**src/rtl/stage_fifo.sv**
```systemverilog
// stage_fifo: DEPTH-entry credit/ready link buffer.
// Registered-only outputs with optional full-rate pass-through credit.
`ifndef DATA_WIDTH
`define DATA_WIDTH 32
`endif

module stage_fifo #(
  parameter int ID        = 0,
  parameter int EDGE      = 0,
  parameter int DEPTH     = 2,
  parameter int WIDTH     = `DATA_WIDTH + 1,
  parameter int PASS_FULL = 0,
  localparam int CW       = $clog2(DEPTH + 1)
) (
  input  logic             clk,
  input  logic             rst_n,
  input  logic             ready_in,
  input  logic             valid_in,
  input  logic [WIDTH-1:0] data_in,
  output logic             credit_out,
  input  logic             credit_in,
  output logic             ready_out,
  output logic [WIDTH-1:0] data_out,
  output logic             valid_out,
  input  logic             flush,
  output logic [CW-1:0]    count
);

  localparam int PW = (DEPTH > 1) ? $clog2(DEPTH) : 1;
  localparam logic [PW-1:0] LAST  = PW'(DEPTH - 1);
  localparam logic [CW-1:0] FULLC = CW'(DEPTH);
  localparam logic          PF    = (PASS_FULL != 0);

  logic [WIDTH-1:0] mem_d [DEPTH];
  logic             mem_v [DEPTH];
  logic [PW-1:0]    rd_ptr;
  logic [PW-1:0]    wr_ptr;
  logic [CW-1:0]    cnt;
  logic             full;
  logic             empty;
  logic             push;
  logic             pop;

  function automatic logic [PW-1:0] nxt(input logic [PW-1:0] p);
    return (p == LAST) ? '0 : p + PW'(1);
  endfunction

  assign full  = (cnt == FULLC);
  assign empty = (cnt == '0);

  // PASS_FULL adds a combinational credit_in -> credit_out path
  assign credit_out = ~full | (PF & credit_in);

  assign push = ready_in & credit_out;
  assign pop  = ~empty & credit_in;

  assign ready_out = ~empty;
  assign data_out  = empty ? '0 : mem_d[rd_ptr];
  assign valid_out = empty ? 1'b0 : mem_v[rd_ptr];
  assign count     = cnt;

  always_ff @(posedge clk or negedge rst_n) begin
    if (!rst_n) begin
      cnt    <= '0;
      rd_ptr <= '0;
      wr_ptr <= '0;
      for (int i = 0; i < DEPTH; i++) begin
        mem_d[i] <= '0;
        mem_v[i] <= 1'b0;
      end
    end else if (flush) begin
      cnt    <= '0;
      rd_ptr <= '0;
      wr_ptr <= '0;
    end else begin
      // when full with PASS_FULL, wr_ptr == rd_ptr: the slot is read before it is overwritten
      if (push) begin
        mem_d[wr_ptr] <= data_in;
        mem_v[wr_ptr] <= valid_in;
        wr_ptr        <= nxt(wr_ptr);
      end
      if (pop) begin
        rd_ptr <= nxt(rd_ptr);
      end
      if (push && !pop) begin
        cnt <= cnt + CW'(1);
      end else if (pop && !push) begin
        cnt <= cnt - CW'(1);
      end
    end
  end

endmodule

```
**config.mk**
```make
export PLATFORM = sky130hd
export DESIGN_NAME = stage_fifo
export DESIGN_NICKNAME = d
export VERILOG_FILES = /design/src/rtl/stage_fifo.sv
export SDC_FILE = /design/constraint.sdc
export NUM_CORES = 1
export LEC_CHECK = 0
export ABC_AREA = 1
export CAP_MARGIN = 20
export CORE_MARGIN = 5
export CORE_UTILIZATION = 40
export DETAILED_ROUTE_END_ITERATION = 7
export GPL_TIMING_DRIVEN = 1
export PLACE_DENSITY_LB_ADDON = 0.12
export SLEW_MARGIN = 20
export SYNTH_ARGS = -nofsm -noshare
export SYNTH_HDL_FRONTEND = slang
export SYNTH_SLANG_ARGS = --single-unit
```
**constraint.sdc**
```tcl
create_clock -name clk -period 1.55 [get_ports clk]
set_clock_uncertainty 0.15 [all_clocks]
set_input_delay 0.3875 -clock clk [delete_from_list [all_inputs] [get_ports clk]]
set_output_delay 0.3875 -clock clk [all_outputs]
set_load 0.02 [all_outputs]
```
==> flow_summary.toml, run 1 <==
[synth]
syn-mean-instance-area_um2 = 8.03
yosysSeqAreaShare_pct = 55.5
synth_cell_types = 18
syn_inst = 404
syn_nets = 443
syn-cell-area_um2 = 3250
synth-seq-cells = 72
yosysWarnings = 0

[power_and_ir_drop]
p_leak_nw = 2.97
swShare_pct = 43.0
p_per_area_nw_per_um2 = 1880
p_sw_mw = 5.35
ir_drop_mv = 0.966
power.internal_mw = 7.10
power_frac_clock_pct = 12.3
p_seq_share_pct = 29.8
combPwrFrac_pct = 58.0

[drt]
drc = 0
drt_pass1_iterations = 4
drt_iter0_drc = 178
viasPerCell = 5.49
antenna_left = 0
wirelength_um = 14500
dr_total_vias = 3540
avgRoutedWirePerCell_um = 22.5

[clock_tree]
cts_tree = "done"
cts_buffer_depth = 2
cts.clk_slew.worst_paths_ns = 0.08
numCtsBuffers = 9
clk_latency_ns = 0.36
clockRootBuffer = "clkbuf_8"
htree_levels = 3
cts_sinks = 72

[grt]
antenna_found_initial = 0
grt_pass1_vias = 3693
grt_max_degree = 73
grt_remaining_overflow = 0
grt_pass1_wl_um = 19900
gr-usage-all-layers_pct = 26.0

[worst_setup_path]
end_kind = "primary output"
crit_chain = "nor2_4 -> buf_12 -> buf_12 -> buf_16 -> a21oi_4 -> buf_6"
criticalPathCategory = "flip-flop to primary output"
worstPathArrival_ns = 1.57
critPathMaxStageDelay_ns = 0.43
worstPathRequired_ns = 1.01
startpoint_type = "flip-flop"
crit_top_cell = "buf_12"
crit_slowest_cell = "dfrtp_2"
crit_path_max_fanout = 6

[finish]
utilization_pct = 84.7
antennaDiodeCount = 0
final_nets = 577
drive_above_1_share_pct = 58.2
final_common_cell = "dfrtp_1"
area_growth_pct = 104
stdcell_count = 645
final_cell_mix = "dfrtp_1 (69), nand2_1 (56), nand2_4 (55)"

[place]
dp_worst_setup_slack_ns = -0.544
dp_cells = 576
place_congestion = 0.766
hpwl_um = 5480
portBuffers = 76

[run_status]
status = "complete, but fails checks"
violations = "setup timing"

[floorplan]
rows = 32
fp.dieW_um = 100
die-height_um = 100
coreArea_um2 = 7810
start_util_pct = 41.6
ioPinCount = 77
die_area_um2 = 10000

[sta]
slew_headroom_pct = 74.4
setup_tns_ns = -39.73
final.min_clock_period_ns = 2.11
layout_setup_ws_ns = -0.560
slew_viol_final = 0
fmax_ghz = 0.474
fin_hold_ws_ns = 0.346
finalSetupViolCount = 110
worst_pin_slew_ns = 0.384
finalCritPeriodShare_pct = 136
rsz0062_at_grt = "yes"
hold_viol_final = 0

[run]
drv_cap = 0

[worst_hold_path]
hp-class = "flip-flop to flip-flop"
[path summary, 6_finish.rpt]
| path | start | to | slack (ns) | cells past startpoint |
|---|---|---|---|---|
| setup reg to reg | count[0]$_DFFE_PN0P_ | mem_d[24]$_DFFE_PN0P_ | -0.41 | 11 |
| setup / recovery | count[1]$_DFFE_PN0P_ | data_out[16] | -0.56 | 6 |
| hold / removal | mem_d[4]$_DFFE_PN0P_ | mem_d[4]$_DFFE_PN0P_ | 0.35 | 2 |
| min in group asynchronous | rst_n | mem_d[14]$_DFFE_PN0P_ | 0.42 | 3 |
| hold reg to reg | mem_d[4]$_DFFE_PN0P_ | mem_d[4]$_DFFE_PN0P_ | 0.35 | 2 |
| max in group asynchronous | rst_n | mem_d[24]$_DFFE_PN0P_ | 0.52 | 3 |
[worst max-delay path: cells and delay by family, from the launching register on]
kind / cells / cell delay [ns]
compound gates: 1 / 0.04
flops: 1 / 0.43
buf+inv: 4 / 0.54
simple gates: 1 / 0.18
[layer usage]
metal	part of all wire, %	global-route usage (%)
met5	0	0
met4	3.6	9.64
met3	6.1	6.25
met2	50	42.7
met1	40	33.4
[per-stage QoR]
stage	power, mW	area [um2]
after floorplan	6.12	3690
after global placement	7.59	4640
after detailed placement	7.69	4640
after CTS	11.0	6100
after global routing	13.0	6610
final	12.4	6610
[layout make-up]
type                            instances  area [um2]
Clock inverter                          6        60.1
Inverter                               40         160
Timing Repair Buffer                  147        2050
Tap cell                              102         128
Sequential cell                        72        1810
Fill cell                             385        1200
Clock buffer                           10         128
Multi-Input combinational cell        268        2280
[cells by family (layout without fill, tap and decap cells)]
family                 Yosys count  in the layout  synth area share (%)
buffers and inverters           65            203                  8.33
DFF                             72             72                  55.5
AOI/OAI and AO/OA              105            105                  17.0
and+or+nand+nor                162            163                  19.2
[state kept, by name, indices dropped and copies added, names as in the netlist]
register / count
mem_d: 66
wr_ptr: 1
mem_v: 2
count: 2
rd_ptr: 1
[synth_stat cells (all sizes together)]
library cell	count	area share (%)
a21oi	34	5.2
clkbuf	11	1.3
nand2	147	17
buf	14	2.4
o21ai	70	11
a21boi	1	0.35
nor2	6	0.69
inv	39	4.5
or2	1	0.19
dfrtp	72	56
clkinv	1	0.12
nand3	8	1.2
[power by group through the flow]
stage | Sequential (mW) | Clock (mW) | Combinational [mW]
5_1_grt | 3.79 | 1.61 | 7.59
2_1_floorplan | 3.15 | 0 | 2.96
6_report | 3.70 | 1.53 | 7.22
3_5_place_dp | 3.23 | 0 | 4.47
4_1_cts | 3.38 | 1.48 | 6.15
3_3_place_gp | 3.19 | 0 | 4.40
[timing repair]
| item | CTS | global route |
|---|---|---|
| pin swaps | 4 | 14 |
| cloned | 23 | 4 |
| hold endpoints to repair | 72 | 0 |
| setup buffers | 23 | 16 |
| setup endpoints to repair | 107 | 110 |
| resized for setup | 420 | 129 |
| hold buffers | 1 | 0 |
Power figures use the tool's default switching activity.
==> inputs of run 2 (changes only) <==
--- a/config.mk
+++ b/config.mk
@@ -10,8 +10,7 @@
 export CORE_MARGIN = 5
 export CORE_UTILIZATION = 40
 export DETAILED_ROUTE_END_ITERATION = 7
-export GPL_TIMING_DRIVEN = 1
-export PLACE_DENSITY_LB_ADDON = 0.12
+export PLACE_DENSITY = 0.69
 export SLEW_MARGIN = 20
 export SYNTH_ARGS = -nofsm -noshare
 export SYNTH_HDL_FRONTEND = slang
==> flow_summary.toml, run 2 (synthesized netlist as in run 1, its figures left out) <==
[run_status]
status = "complete, but fails checks"
violations = "setup timing"

[place]
dp_cells = 580
dp_worst_setup_slack_ns = -0.540
portBuffers = 76
place_congestion = 0.790
hpwl_um = 5660

[worst_setup_path]
crit_path_max_fanout = 5
criticalPathCategory = "flip-flop to primary output"
startpoint_type = "flip-flop"
worstPathArrival_ns = 1.49
end_kind = "primary output"
worstPathRequired_ns = 1.01

[floorplan]
coreArea_um2 = 7810
die-height_um = 100
fp.dieW_um = 100
start_util_pct = 41.6
rows = 32
die_area_um2 = 10000
ioPinCount = 77

[drt]
wirelength_um = 12100
viasPerCell = 5.25
dr_total_vias = 3369
drc = 0
drt_iter0_drc = 203
drt_pass1_iterations = 5
antenna_left = 0
avgRoutedWirePerCell_um = 18.8

[finish]
drive_above_1_share_pct = 47.6
antennaDiodeCount = 0
fillers = 443
area_growth_pct = 90.0
final_cell_mix = "nand2_1 (90), dfrtp_1 (69), buf_6 (49)"
regMostFlops = "mem_d"
stdcell_count = 642
largest_reg_flops = 66
final_nets = 574
final_common_cell = "nand2_1"

[run]
drv_cap = 0

[power_and_ir_drop]
power.internal_mw = 6.77
p_seq_share_pct = 30.0
p_per_area_nw_per_um2 = 1850
power_frac_clock_pct = 13.6
finalPower_mw = 11.4
combPwrFrac_pct = 56.4
swShare_pct = 40.7
ir_drop_mv = 1.00
p_leak_nw = 2.82
p_sw_mw = 4.65

[clock_tree]
cts_tree = "done"
clk_latency_ns = 0.34
numCtsBuffers = 9
cts_sinks = 72
clockRootBuffer = "clkbuf_8"
cts.clk_slew.worst_paths_ns = 0.08
cts_buffer_depth = 2
htree_levels = 3

[sta]
finalSetupViolCount = 109
rsz0062_at_grt = "yes"
setup_tns_ns = -32.20
finalCritPeriodShare_pct = 131
slew_headroom_pct = 82.6
fin_hold_ws_ns = 0.269
slew_viol_final = 0
layout_setup_ws_ns = -0.477
hold_viol_final = 0
fmax_ghz = 0.493
final.min_clock_period_ns = 2.03
worst_pin_slew_ns = 0.261

[grt]
grt_pass1_vias = 3526
grt_remaining_overflow = 0
antenna_found_initial = 0
gr-usage-all-layers_pct = 23.7
grt_max_degree = 27
grt_pass1_wl_um = 18500

[worst_hold_path]
hp-class = "input pin to async pin"
run 2: layer usage:
metal / GRT usage [%] / up-vias / share of wire [%]
met4: 9.64 / 0 / 2.6
met3: 4.31 / 26 / 4.9
met2: 40.3 / 121 / 52
li1: - / 1557 / -
met1: 29.8 / 1665 / 41
met5: 0 / - / 0
run 2: through the flow:
| step | util [%] | cell area, um2 |
|---|---|---|
| 2_1_floorplan | - | 3690 |
| 3_3_place_gp | 59.4 | 4640 |
| 3_5_place_dp | 59.4 | 4640 |
| 4_1_cts | 74.5 | 5820 |
| 5_1_grt | 79.0 | 6170 |
| 6_report | 79.0 | 6170 |
run 2: final cells by class:
type | instances | area [um2] | area share, %
clock buffers | 10 | 138 | 2.23
flip-flops and latches | 72 | 1810 | 29.3
clock inverters | 6 | 66.3 | 1.08
repair buffers | 145 | 1980 | 32.0
well taps | 102 | 128 | 2.07
multi-input cells | 267 | 1900 | 30.8
inverters | 40 | 158 | 2.56
run 2: worst max-delay path: stages (launching register included):
cell,delay [ns]
dfrtp_2,0.43
nor2_4,0.17
buf_6,0.13
buf_6,0.11
buf_12,0.14
a21oi_4,0.04
buf_6,0.13
run 2: worst paths after layout:
| check | from | endpoint | slack (ns) | cells after the start |
|---|---|---|---|---|
| setup / recovery | count[0]$_DFFE_PN0P_ | data_out[16] | -0.48 | 6 |
| hold / removal | rst_n | mem_d[10]$_DFFE_PN0P_ | 0.27 | 2 |
| setup reg to reg | count[0]$_DFFE_PN0P_ | mem_d[34]$_DFFE_PN0P_ | -0.37 | 9 |
| hold reg to reg | mem_d[48]$_DFFE_PN0P_ | mem_d[48]$_DFFE_PN0P_ | 0.34 | 2 |
| max in group asynchronous | rst_n | mem_d[17]$_DFFE_PN0P_ | 0.49 | 3 |
| min in group clk | mem_d[48]$_DFFE_PN0P_ | mem_d[48]$_DFFE_PN0P_ | 0.34 | 2 |
run 2: what timing repair did:
item,in CTS,in global routing
setup endpoints to repair,107,110
endpoints found under the hold margin,65,0
cloned,17,1
resized for setup,332,107
buffers inserted,23,14
hold buffers,1,0
pin swaps,4,7
run 2: power groups by stage:
stage / sequential, mW / clock (mW) / combinational (mW)
2_1_floorplan: 3.15 / 0 / 2.96
3_3_place_gp: 3.19 / 0 / 4.34
3_5_place_dp: 3.23 / 0 / 4.41
4_1_cts: 3.26 / 1.55 / 5.82
5_1_grt: 3.51 / 1.63 / 6.85
6_report: 3.43 / 1.56 / 6.44
